## src/rtl/decode_pkg.sv

```systemverilog
// Shared types and constants for the RV32I decode stage.
// No logic and no latency; the types only.
// No flow control here; handshake behaviour lives in decode_stage.
package decode_pkg;

    // Control bundle carried alongside each instruction into EX
    typedef struct packed {
        logic [3:0] alu_op;
        logic [3:0] bj_inst;
        logic [1:0] wb_sel;
        logic [1:0] width;
        logic       reg_write;
        logic       mem_rd;
        logic       mem_wr;
        logic       unsigned_sel;
        logic       jalr;
        logic       op_a_pc;
    } ctrl_t;

    typedef enum logic [2:0] {
        IMM_NONE,
        IMM_I,
        IMM_S,
        IMM_B,
        IMM_U,
        IMM_J
    } imm_type_t;

    // RV32I major opcodes
    localparam logic [6:0] OPC_LUI    = 7'b0110111;
    localparam logic [6:0] OPC_AUIPC  = 7'b0010111;
    localparam logic [6:0] OPC_JAL    = 7'b1101111;
    localparam logic [6:0] OPC_JALR   = 7'b1100111;
    localparam logic [6:0] OPC_BRANCH = 7'b1100011;
    localparam logic [6:0] OPC_LOAD   = 7'b0000011;
    localparam logic [6:0] OPC_STORE  = 7'b0100011;
    localparam logic [6:0] OPC_OP_IMM = 7'b0010011;
    localparam logic [6:0] OPC_OP     = 7'b0110011;

    // ALU op encoding is {alt, funct3}; alt distinguishes SUB and SRA
    localparam logic [3:0] ALU_ADD    = 4'b0000;
    localparam logic [3:0] ALU_SUB    = 4'b1000;
    localparam logic [3:0] ALU_PASS_B = 4'b1111;

    // Branch/jump kind: 1xxx is a conditional branch with funct3 in the low bits
    localparam logic [3:0] BJ_NONE = 4'b0000;
    localparam logic [3:0] BJ_JAL  = 4'b0001;
    localparam logic [3:0] BJ_JALR = 4'b0010;

    // Write-back source select
    localparam logic [1:0] WB_ALU = 2'd0;
    localparam logic [1:0] WB_MEM = 2'd1;
    localparam logic [1:0] WB_PC4 = 2'd2;

    // Only ADD/SUB and SRL/SRA have an alternate form; other funct3 ignore alt
    function automatic logic [3:0] alu_from_funct(input logic [2:0] funct3, input logic alt);
        logic [3:0] op;
        if (funct3 == 3'b000 || funct3 == 3'b101) begin
            op = {alt, funct3};
        end else begin
            op = {1'b0, funct3};
        end
        return op;
    endfunction

endpackage

```

## src/rtl/decode_regfile.sv

```systemverilog
// Architectural register file with two combinational read ports and one write port.
// Reads are same-cycle; writes land on the next rising edge.
// Never stalls: the write port is always accepted, independent of pipeline holds.
module decode_regfile #(
    parameter int XLEN      = 32,
    parameter int NREGS     = 32,
    parameter int BYPASS_EN = 1
) (
    input  logic                     i_clk,
    input  logic                     i_rst_n,
    input  logic                     i_wb_en,
    input  logic [$clog2(NREGS)-1:0] i_wb_reg,
    input  logic [XLEN-1:0]          i_wb_data,
    input  logic [$clog2(NREGS)-1:0] i_rs1,
    input  logic [$clog2(NREGS)-1:0] i_rs2,
    output logic [XLEN-1:0]          o_rs1_data,
    output logic [XLEN-1:0]          o_rs2_data
);

    logic [XLEN-1:0] r_regs [NREGS];
    logic            w_byp1;
    logic            w_byp2;

    // Write port; x0 is hardwired so writes to it are dropped
    always_ff @(posedge i_clk or negedge i_rst_n) begin
        if (!i_rst_n) begin
            for (int i = 0; i < NREGS; i++) begin
                r_regs[i] <= '0;
            end
        end else if (i_wb_en && (i_wb_reg != '0)) begin
            r_regs[i_wb_reg] <= i_wb_data;
        end
    end

    // Forward the in-flight write only when bypass is built in
    assign w_byp1 = (BYPASS_EN != 0) && i_wb_en && (i_wb_reg == i_rs1);
    assign w_byp2 = (BYPASS_EN != 0) && i_wb_en && (i_wb_reg == i_rs2);

    assign o_rs1_data = (i_rs1 == '0) ? '0 : (w_byp1 ? i_wb_data : r_regs[i_rs1]);
    assign o_rs2_data = (i_rs2 == '0) ? '0 : (w_byp2 ? i_wb_data : r_regs[i_rs2]);

endmodule

```

## src/rtl/decode_stage.sv

```systemverilog
// RV32I decode: register read, immediate generation, load-use detection, EX register.
// One cycle from fetch inputs to ex_* outputs.
// Holds on stall_in, inserts a bubble on load-use hazard or flush; flush wins.
module decode_stage
    import decode_pkg::*;
#(
    parameter int XLEN      = 32,
    parameter int NREGS     = 32,
    parameter int BYPASS_EN = 1
) (
    input  logic                     i_clk,
    input  logic                     i_rst_n,
    input  logic                     i_if_valid,
    input  logic [31:0]              i_if_instr,
    input  logic [XLEN-1:0]          i_if_pc,
    input  logic                     i_stall_in,
    input  logic                     i_flush,
    input  logic                     i_wb_en,
    input  logic [$clog2(NREGS)-1:0] i_wb_reg,
    input  logic [XLEN-1:0]          i_wb_data,
    output logic                     o_if_stall,
    output logic                     o_ex_valid,
    output logic [XLEN-1:0]          o_ex_rs1_data,
    output logic [XLEN-1:0]          o_ex_rs2_data,
    output logic [XLEN-1:0]          o_ex_imm,
    output logic [XLEN-1:0]          o_ex_pc,
    output logic [$clog2(NREGS)-1:0] o_ex_rs1,
    output logic [$clog2(NREGS)-1:0] o_ex_rs2,
    output logic [$clog2(NREGS)-1:0] o_ex_rd,
    output ctrl_t                    o_ex_ctrl
);

    localparam int RAW = $clog2(NREGS);

    // Field extraction
    logic [6:0]      w_opcode;
    logic [2:0]      w_funct3;
    logic [RAW-1:0]  w_rs1;
    logic [RAW-1:0]  w_rs2;
    logic [RAW-1:0]  w_rd;
    logic [XLEN-1:0] w_rs1_data;
    logic [XLEN-1:0] w_rs2_data;

    assign w_opcode = i_if_instr[6:0];
    assign w_funct3 = i_if_instr[14:12];
    assign w_rs1    = i_if_instr[15 +: RAW];
    assign w_rs2    = i_if_instr[20 +: RAW];
    assign w_rd     = i_if_instr[7 +: RAW];

    decode_regfile #(
        .XLEN      (XLEN),
        .NREGS     (NREGS),
        .BYPASS_EN (BYPASS_EN)
    ) u_regfile (
        .i_clk      (i_clk),
        .i_rst_n    (i_rst_n),
        .i_wb_en    (i_wb_en),
        .i_wb_reg   (i_wb_reg),
        .i_wb_data  (i_wb_data),
        .i_rs1      (w_rs1),
        .i_rs2      (w_rs2),
        .o_rs1_data (w_rs1_data),
        .o_rs2_data (w_rs2_data)
    );

    // Candidate immediates, all sign-extended from bit 31
    logic [31:0] w_imm_i;
    logic [31:0] w_imm_s;
    logic [31:0] w_imm_b;
    logic [31:0] w_imm_u;
    logic [31:0] w_imm_j;
    logic [31:0] w_imm32;
    logic [XLEN-1:0] w_imm;

    assign w_imm_i = {{20{i_if_instr[31]}}, i_if_instr[31:20]};
    assign w_imm_s = {{20{i_if_instr[31]}}, i_if_instr[31:25], i_if_instr[11:7]};
    assign w_imm_b = {{19{i_if_instr[31]}}, i_if_instr[31], i_if_instr[7],
                      i_if_instr[30:25], i_if_instr[11:8], 1'b0};
    assign w_imm_u = {i_if_instr[31:12], 12'b0};
    assign w_imm_j = {{11{i_if_instr[31]}}, i_if_instr[31], i_if_instr[19:12],
                      i_if_instr[20], i_if_instr[30:21], 1'b0};

    imm_type_t w_imm_type;
    ctrl_t     w_ctrl;

    // Opcode decode; anything outside the RV32I table leaves ctrl all zero
    always_comb begin
        w_ctrl     = '0;
        w_imm_type = IMM_NONE;
        case (w_opcode)
            OPC_LUI: begin
                w_imm_type       = IMM_U;
                w_ctrl.alu_op    = ALU_PASS_B;
                w_ctrl.reg_write = 1'b1;
            end
            OPC_AUIPC: begin
                w_imm_type       = IMM_U;
                w_ctrl.alu_op    = ALU_ADD;
                w_ctrl.op_a_pc   = 1'b1;
                w_ctrl.reg_write = 1'b1;
            end
            OPC_JAL: begin
                w_imm_type       = IMM_J;
                w_ctrl.alu_op    = ALU_ADD;
                w_ctrl.bj_inst   = BJ_JAL;
                w_ctrl.wb_sel    = WB_PC4;
                w_ctrl.op_a_pc   = 1'b1;
                w_ctrl.reg_write = 1'b1;
            end
            OPC_JALR: begin
                w_imm_type       = IMM_I;
                w_ctrl.alu_op    = ALU_ADD;
                w_ctrl.bj_inst   = BJ_JALR;
                w_ctrl.jalr      = 1'b1;
                w_ctrl.wb_sel    = WB_PC4;
                w_ctrl.reg_write = 1'b1;
            end
            OPC_BRANCH: begin
                w_imm_type          = IMM_B;
                w_ctrl.alu_op       = ALU_SUB;
                w_ctrl.bj_inst      = {1'b1, w_funct3};
                w_ctrl.unsigned_sel = w_funct3[1];
            end
            OPC_LOAD: begin
                w_imm_type          = IMM_I;
                w_ctrl.alu_op       = ALU_ADD;
                w_ctrl.mem_rd       = 1'b1;
                w_ctrl.reg_write    = 1'b1;
                w_ctrl.wb_sel       = WB_MEM;
                w_ctrl.width        = w_funct3[1:0];
                w_ctrl.unsigned_sel = w_funct3[2];
            end
            OPC_STORE: begin
                w_imm_type    = IMM_S;
                w_ctrl.alu_op = ALU_ADD;
                w_ctrl.mem_wr = 1'b1;
                w_ctrl.width  = w_funct3[1:0];
            end
            OPC_OP_IMM: begin
                // Bit 30 is immediate data except on shifts, where it selects SRAI
                w_imm_type       = IMM_I;
                w_ctrl.alu_op    = alu_from_funct(w_funct3, (w_funct3 == 3'b101) & i_if_instr[30]);
                w_ctrl.reg_write = 1'b1;
            end
            OPC_OP: begin
                w_imm_type       = IMM_NONE;
                w_ctrl.alu_op    = alu_from_funct(w_funct3, i_if_instr[30]);
                w_ctrl.reg_write = 1'b1;
            end
            default: begin
                w_ctrl     = '0;
                w_imm_type = IMM_NONE;
            end
        endcase
    end

    // Immediate select by format
    always_comb begin
        w_imm32 = '0;
        case (w_imm_type)
            IMM_I:   w_imm32 = w_imm_i;
            IMM_S:   w_imm32 = w_imm_s;
            IMM_B:   w_imm32 = w_imm_b;
            IMM_U:   w_imm32 = w_imm_u;
            IMM_J:   w_imm32 = w_imm_j;
            default: w_imm32 = '0;
        endcase
    end

    assign w_imm = XLEN'($signed(w_imm32));

    // EX register state
    logic            r_ex_valid;
    logic [XLEN-1:0] r_ex_rs1_data;
    logic [XLEN-1:0] r_ex_rs2_data;
    logic [XLEN-1:0] r_ex_imm;
    logic [XLEN-1:0] r_ex_pc;
    logic [RAW-1:0]  r_ex_rs1;
    logic [RAW-1:0]  r_ex_rs2;
    logic [RAW-1:0]  r_ex_rd;
    ctrl_t           r_ex_ctrl;

    // A load in EX whose destination feeds this instruction cannot forward in time
    logic w_hazard;
    assign w_hazard = r_ex_valid & r_ex_ctrl.mem_rd & (r_ex_rd != '0) & i_if_valid &
                      ((r_ex_rd == w_rs1) | (r_ex_rd == w_rs2));

    assign o_if_stall = (i_stall_in | w_hazard) & ~i_flush;

    // EX register update: flush > stall_in > hazard > advance
    always_ff @(posedge i_clk or negedge i_rst_n) begin
        if (!i_rst_n) begin
            r_ex_valid    <= 1'b0;
            r_ex_rs1_data <= '0;
            r_ex_rs2_data <= '0;
            r_ex_imm      <= '0;
            r_ex_pc       <= '0;
            r_ex_rs1      <= '0;
            r_ex_rs2      <= '0;
            r_ex_rd       <= '0;
            r_ex_ctrl     <= '0;
        end else if (i_flush || (!i_stall_in && w_hazard)) begin
            r_ex_valid    <= 1'b0;
            r_ex_rs1_data <= '0;
            r_ex_rs2_data <= '0;
            r_ex_imm      <= '0;
            r_ex_pc       <= '0;
            r_ex_rs1      <= '0;
            r_ex_rs2      <= '0;
            r_ex_rd       <= '0;
            r_ex_ctrl     <= '0;
        end else if (!i_stall_in) begin
            r_ex_valid    <= i_if_valid;
            r_ex_rs1_data <= w_rs1_data;
            r_ex_rs2_data <= w_rs2_data;
            r_ex_imm      <= w_imm;
            r_ex_pc       <= i_if_pc;
            r_ex_rs1      <= w_rs1;
            r_ex_rs2      <= w_rs2;
            r_ex_rd       <= w_rd;
            r_ex_ctrl     <= w_ctrl;
        end
    end

    assign o_ex_valid    = r_ex_valid;
    assign o_ex_rs1_data = r_ex_rs1_data;
    assign o_ex_rs2_data = r_ex_rs2_data;
    assign o_ex_imm      = r_ex_imm;
    assign o_ex_pc       = r_ex_pc;
    assign o_ex_rs1      = r_ex_rs1;
    assign o_ex_rs2      = r_ex_rs2;
    assign o_ex_rd       = r_ex_rd;
    assign o_ex_ctrl     = r_ex_ctrl;

endmodule

```

## config.mk

```make
export PLATFORM = sky130hd
export DESIGN_NAME = decode_stage
export DESIGN_NICKNAME = d
export VERILOG_FILES = /design/src/rtl/decode_pkg.sv /design/src/rtl/decode_regfile.sv /design/src/rtl/decode_stage.sv
export SDC_FILE = /design/constraint.sdc
export NUM_CORES = 2
export LEC_CHECK = 0
export ABC_CLOCK_PERIOD_IN_PS = 2900
export BUFFER_PORTS_ARGS = -buffer_cell sky130_fd_sc_hd__buf_4
export CAP_MARGIN = 20
export CORE_AREA = 2 2 395 397
export CTS_CLUSTER_SIZE = 8
export DETAILED_ROUTE_END_ITERATION = 10
export DIE_AREA = 0 0 397 399
export GPL_ROUTABILITY_DRIVEN = 0
export PLACE_DENSITY = 0.54
export SLEW_MARGIN = 10
export SYNTH_ARGS = -nofsm -noshare
export SYNTH_HDL_FRONTEND = slang
export SYNTH_HIERARCHICAL = 1
export SYNTH_SLANG_ARGS = --single-unit
```

## constraint.sdc

```tcl
create_clock -name i_clk -period 2.9 [get_ports i_clk]
set_input_delay 0.29 -clock i_clk [delete_from_list [all_inputs] [get_ports i_clk]]
set_output_delay 0.29 -clock i_clk [all_outputs]
set_load 0.05 [all_outputs]
```

==> qor.yml <==
clock_network:
  numCtsBuffers: 166
  postCtsSetupBuffers: 0
  cts_tree: "built"
  htreeDepth: 4
  insertion_delay_ns: 0.80
  path_clk_slew_ns: 0.05
  cts_num_sinks: 1185
  clockBufferDepth: 3
  root_buffer: "clkbuf_16"
worst_setup_path:
  crit_fanout: 5
  slowest_delay_ns: 0.47
  path_class: "flop to primary output"
  cp_slowest_cell: "dfrtp_1"
  r2r_start: "o_ex_rd[0]"
  reg2reg_depth: 7
  required_ns: 2.61
  cp-end-kind: "primary output"
  crit_chain: "xnor2_1, nand3_1, o22ai_2, nand2_2, a21oi_1, buf_4"
  critical_path_arrival_ns: 2.46
  r2r-end: "o_ex_ctrl[15]"
  r2r_slack_ns: 0.62
  crit_path_start_kind: "flop"
global_route:
  gr-total-overflow: 0
  grt_pass1_wl_um: 325000
  grt_max_degree: 130
  antenna_found_initial: 8
  globalRouteTotalUtil_pct: 28.5
  grt_pass1_vias: 42700
synthesis:
  synthCells: 4315
  syn_nets: 4422
  ys_seq_elements: 1185
  yosysTopAreaCell: "dfrtp_1"
  synth_area_leaders: "dfrtp_1, mux2_2, mux4_2"
  syn_area_mm2: 0.0615
  yosysTopAreaCellShare_pct: 48.3
  synth_flop_cell: "dfrtp_1"
  syn_area_per_cell_um2: 14.2
  seq_area_frac_synth_pct: 48.3
  ys_types: 78
  ys_async_sr_fraction_pct: 100
  yosys_warnings: 6
  synth-edff-count: 0
floorplanning:
  dieArea_mm2: 0.158
  die_h_um: 399
  rows: 144
  core_area_mm2: 0.154
  die_x_um: 397
  start_util_pct: 40.0
  io-pin-count: 270
drt:
  totalWireLength_um: 228000
  post_drt_wl_per_cell_um: 34.2
  drtPass1Iterations: 5
  via_per_inst: 6.41
  drc: 0
  drt_iter0_drc: 4091
  vias: 42600
  ant_nets: 0
pwr:
  sequentialPowerShare_pct: 44.2
  p_clk_share_pct: 36.1
  p_per_area_mw_per_mm2: 676
  combPwrFrac_pct: 19.7
  power.total_w: 0.0488
  swShare_pct: 28.2
  p_leak_nw: 31.9
  peakVddDrop_mv: 0.662
  p_sw_w: 0.0138
  power.internal_w: 0.0350
hold_path:
  min_path_type: "input port to flop"
  hold_end: "u_regfile/r_regs[474]"
  hold_depth: 2
  min-delay-start: "i_wb_data[26]"
sta:
  period_share_pct: 95.0
  fin_crit_ns: 2.75
  fin_worst_skew_ns: 0.0238
  setup_violations: 0
  rsz0062_at_grt: "false"
  slew_headroom_pct: 28.7
  fin_tns_setup_ns: 0
  worst_pin_slew_ns: 1.07
  drv_slew: 0
  worst_slack_ns: 0.146
  hold_violations: 0
  fmax_ghz: 0.363
final_layout:
  multi_input_area_mm2: 0.0297
  antennaDiodeCount: 0
  area_growth_pct: 17.3
  fill_cells: 13600
  drive_above_1_share_pct: 46.5
  postLayoutCoreUtil_pct: 46.9
  fin_nets: 4698
  regArea_mm2: 0.0297
place:
  hpwl_um: 138000
  port_buffers: 269
  pre_cts_slack_ns: 0.155
job:
  cap_violations: 0
run_status:
  status: "completed"
through the flow:
| stage | hold slack, ns | std cells | instance area [µm²] |
|---|---|---|---|
| 3_3_place_gp | 0.276 | 6383 | 66800 |
| 6_report | 0.0477 | 6651 | 72100 |
| 4_1_cts | 0.000147 | 6651 | 72100 |
| 5_1_grt | 0.0577 | 6651 | 72100 |
| 3_5_place_dp | 0.262 | 6384 | 66900 |
| 2_1_floorplan | -0.00559 | 4315 | 61500 |
worst max-delay path: cells and delay by family, from the launching register on:
| kind | cells | cell delay (ns) |
|---|---|---|
| buffers and inverters | 1 | 0.23 |
| AO/OA/AOI/OAI | 2 | 0.52 |
| flip-flops | 1 | 0.47 |
| XOR/XNOR | 1 | 0.20 |
| AND/OR/NAND/NOR | 2 | 0.26 |
how the worst max path moves through the flow:
stage | start | slack (ns) | cells past startpoint | to
global route | o_ex_rd[0] | 0.05 | 6 | o_if_stall
finish | o_ex_rd[0] | 0.15 | 6 | o_if_stall
floorplan | o_ex_rd[4] | 0.30 | 6 | o_if_stall
global placement | i_wb_reg[4] | 0.17 | 5 | u_regfile/r_regs[430]
detailed placement | i_wb_reg[4] | 0.16 | 5 | u_regfile/r_regs[439]
CTS | o_ex_rd[0] | 0.03 | 6 | o_if_stall
routing by layer:
layer / wire length, µm / GRT usage, % / share of wire [%]
met1: 100000 / 40.5 / 44
met3: 15600 / 4.94 / 6.9
met4: 7030 / 9.20 / 3.1
met5: 66 / 0 / 0.029
met2: 105000 / 44.5 / 46
power by group through the flow:
stage / registers, W / logic, W / clock network [W]
4_1_cts: 0.0215 / 0.00959 / 0.0179
2_1_floorplan: 0.0213 / 0.00650 / 0
3_5_place_dp: 0.0217 / 0.00946 / 0
3_3_place_gp: 0.0216 / 0.00933 / 0
5_1_grt: 0.0219 / 0.0102 / 0.0186
6_report: 0.0216 / 0.00960 / 0.0176
cells in the mapped netlist, types with 5 or more instances:
cell	n
a211oi_1	31
a21oi_1	62
a21oi_2	10
a221o_1	13
a221oi_1	6
a22o_1	123
a22oi_1	151
a31oi_1	15
a32o_1	57
and3_1	8
buf_1	64
buf_2	126
buf_4	32
buf_6	30
clkbuf_1	225
dfrtp_1	1185
inv_1	8
mux2_1	8
mux2_2	985
mux2i_1	321
mux4_2	374
nand2_1	142
nand3_1	22
nand3b_1	5
nand4_1	12
nor2_1	35
nor2_2	5
nor3_1	6
nor3b_1	6
o211ai_1	8
o21ai_0	51
o221a_2	7
o221ai_1	36
o22ai_1	39
o31ai_1	8
o31ai_2	10
xnor2_1	20
flip-flops by register name (all words and copies together) (netlist names):
name / count
o_ex_rs1: 5
o_ex_valid: 1
o_ex_rs2: 5
o_ex_pc: 32
o_ex_rs1_data: 32
o_ex_ctrl: 17
o_ex_rd: 5
o_ex_imm: 32
o_ex_rs2_data: 32
u_regfile/r_regs: 1024
placed cells by master, fill, tap and decap left out, types with 6 or more instances in the layout:
cell,instances
o22ai_1,39
o221ai_1,36
o211ai_1,8
mux2_2,985
o221a_2,7
nor2_1,16
a221oi_1,6
o31ai_1,8
nand4_1,12
a31oi_1,15
a221o_1,13
buf_12,87
a22o_1,123
nand2_1,126
a22oi_1,151
nand3_1,22
a21oi_1,61
o21ai_0,50
inv_1,8
nand2_2,9
buf_4,414
a21oi_2,10
dlygate4sd3_1,83
dfrtp_1,1185
clkbuf_16,171
xnor2_1,20
o31ai_2,10
a211oi_1,31
nor2_4,24
mux4_2,374
nand2_4,7
and3_1,8
mux2_1,8
a32o_1,57
mux2i_1,321
final cells by class:
| class | instances | area share (%) |
|---|---|---|
| tap | 2044 | 3.55 |
| timing repair buffer | 591 | 8.00 |
| clock inverter | 9 | 0.161 |
| multi-input combinational | 2638 | 41.2 |
| inverter | 9 | 0.0469 |
| sequential | 1185 | 41.1 |
| clock buffer | 175 | 5.96 |
logic make-up after synthesis:
group,synth area share (%)
mux,37.1
flops,48.3
compound gates,8.16
buf+inv,3.92
simple gates,2.25
xor+xnor,0.285
timing repair:
item,CTS,global route
endpoints found under the setup margin,0,1
hold buffers,83,0
hold endpoints to repair,1048,0
gates resized for setup,0,2
Note: power is estimated with default switching activity, not from simulation.
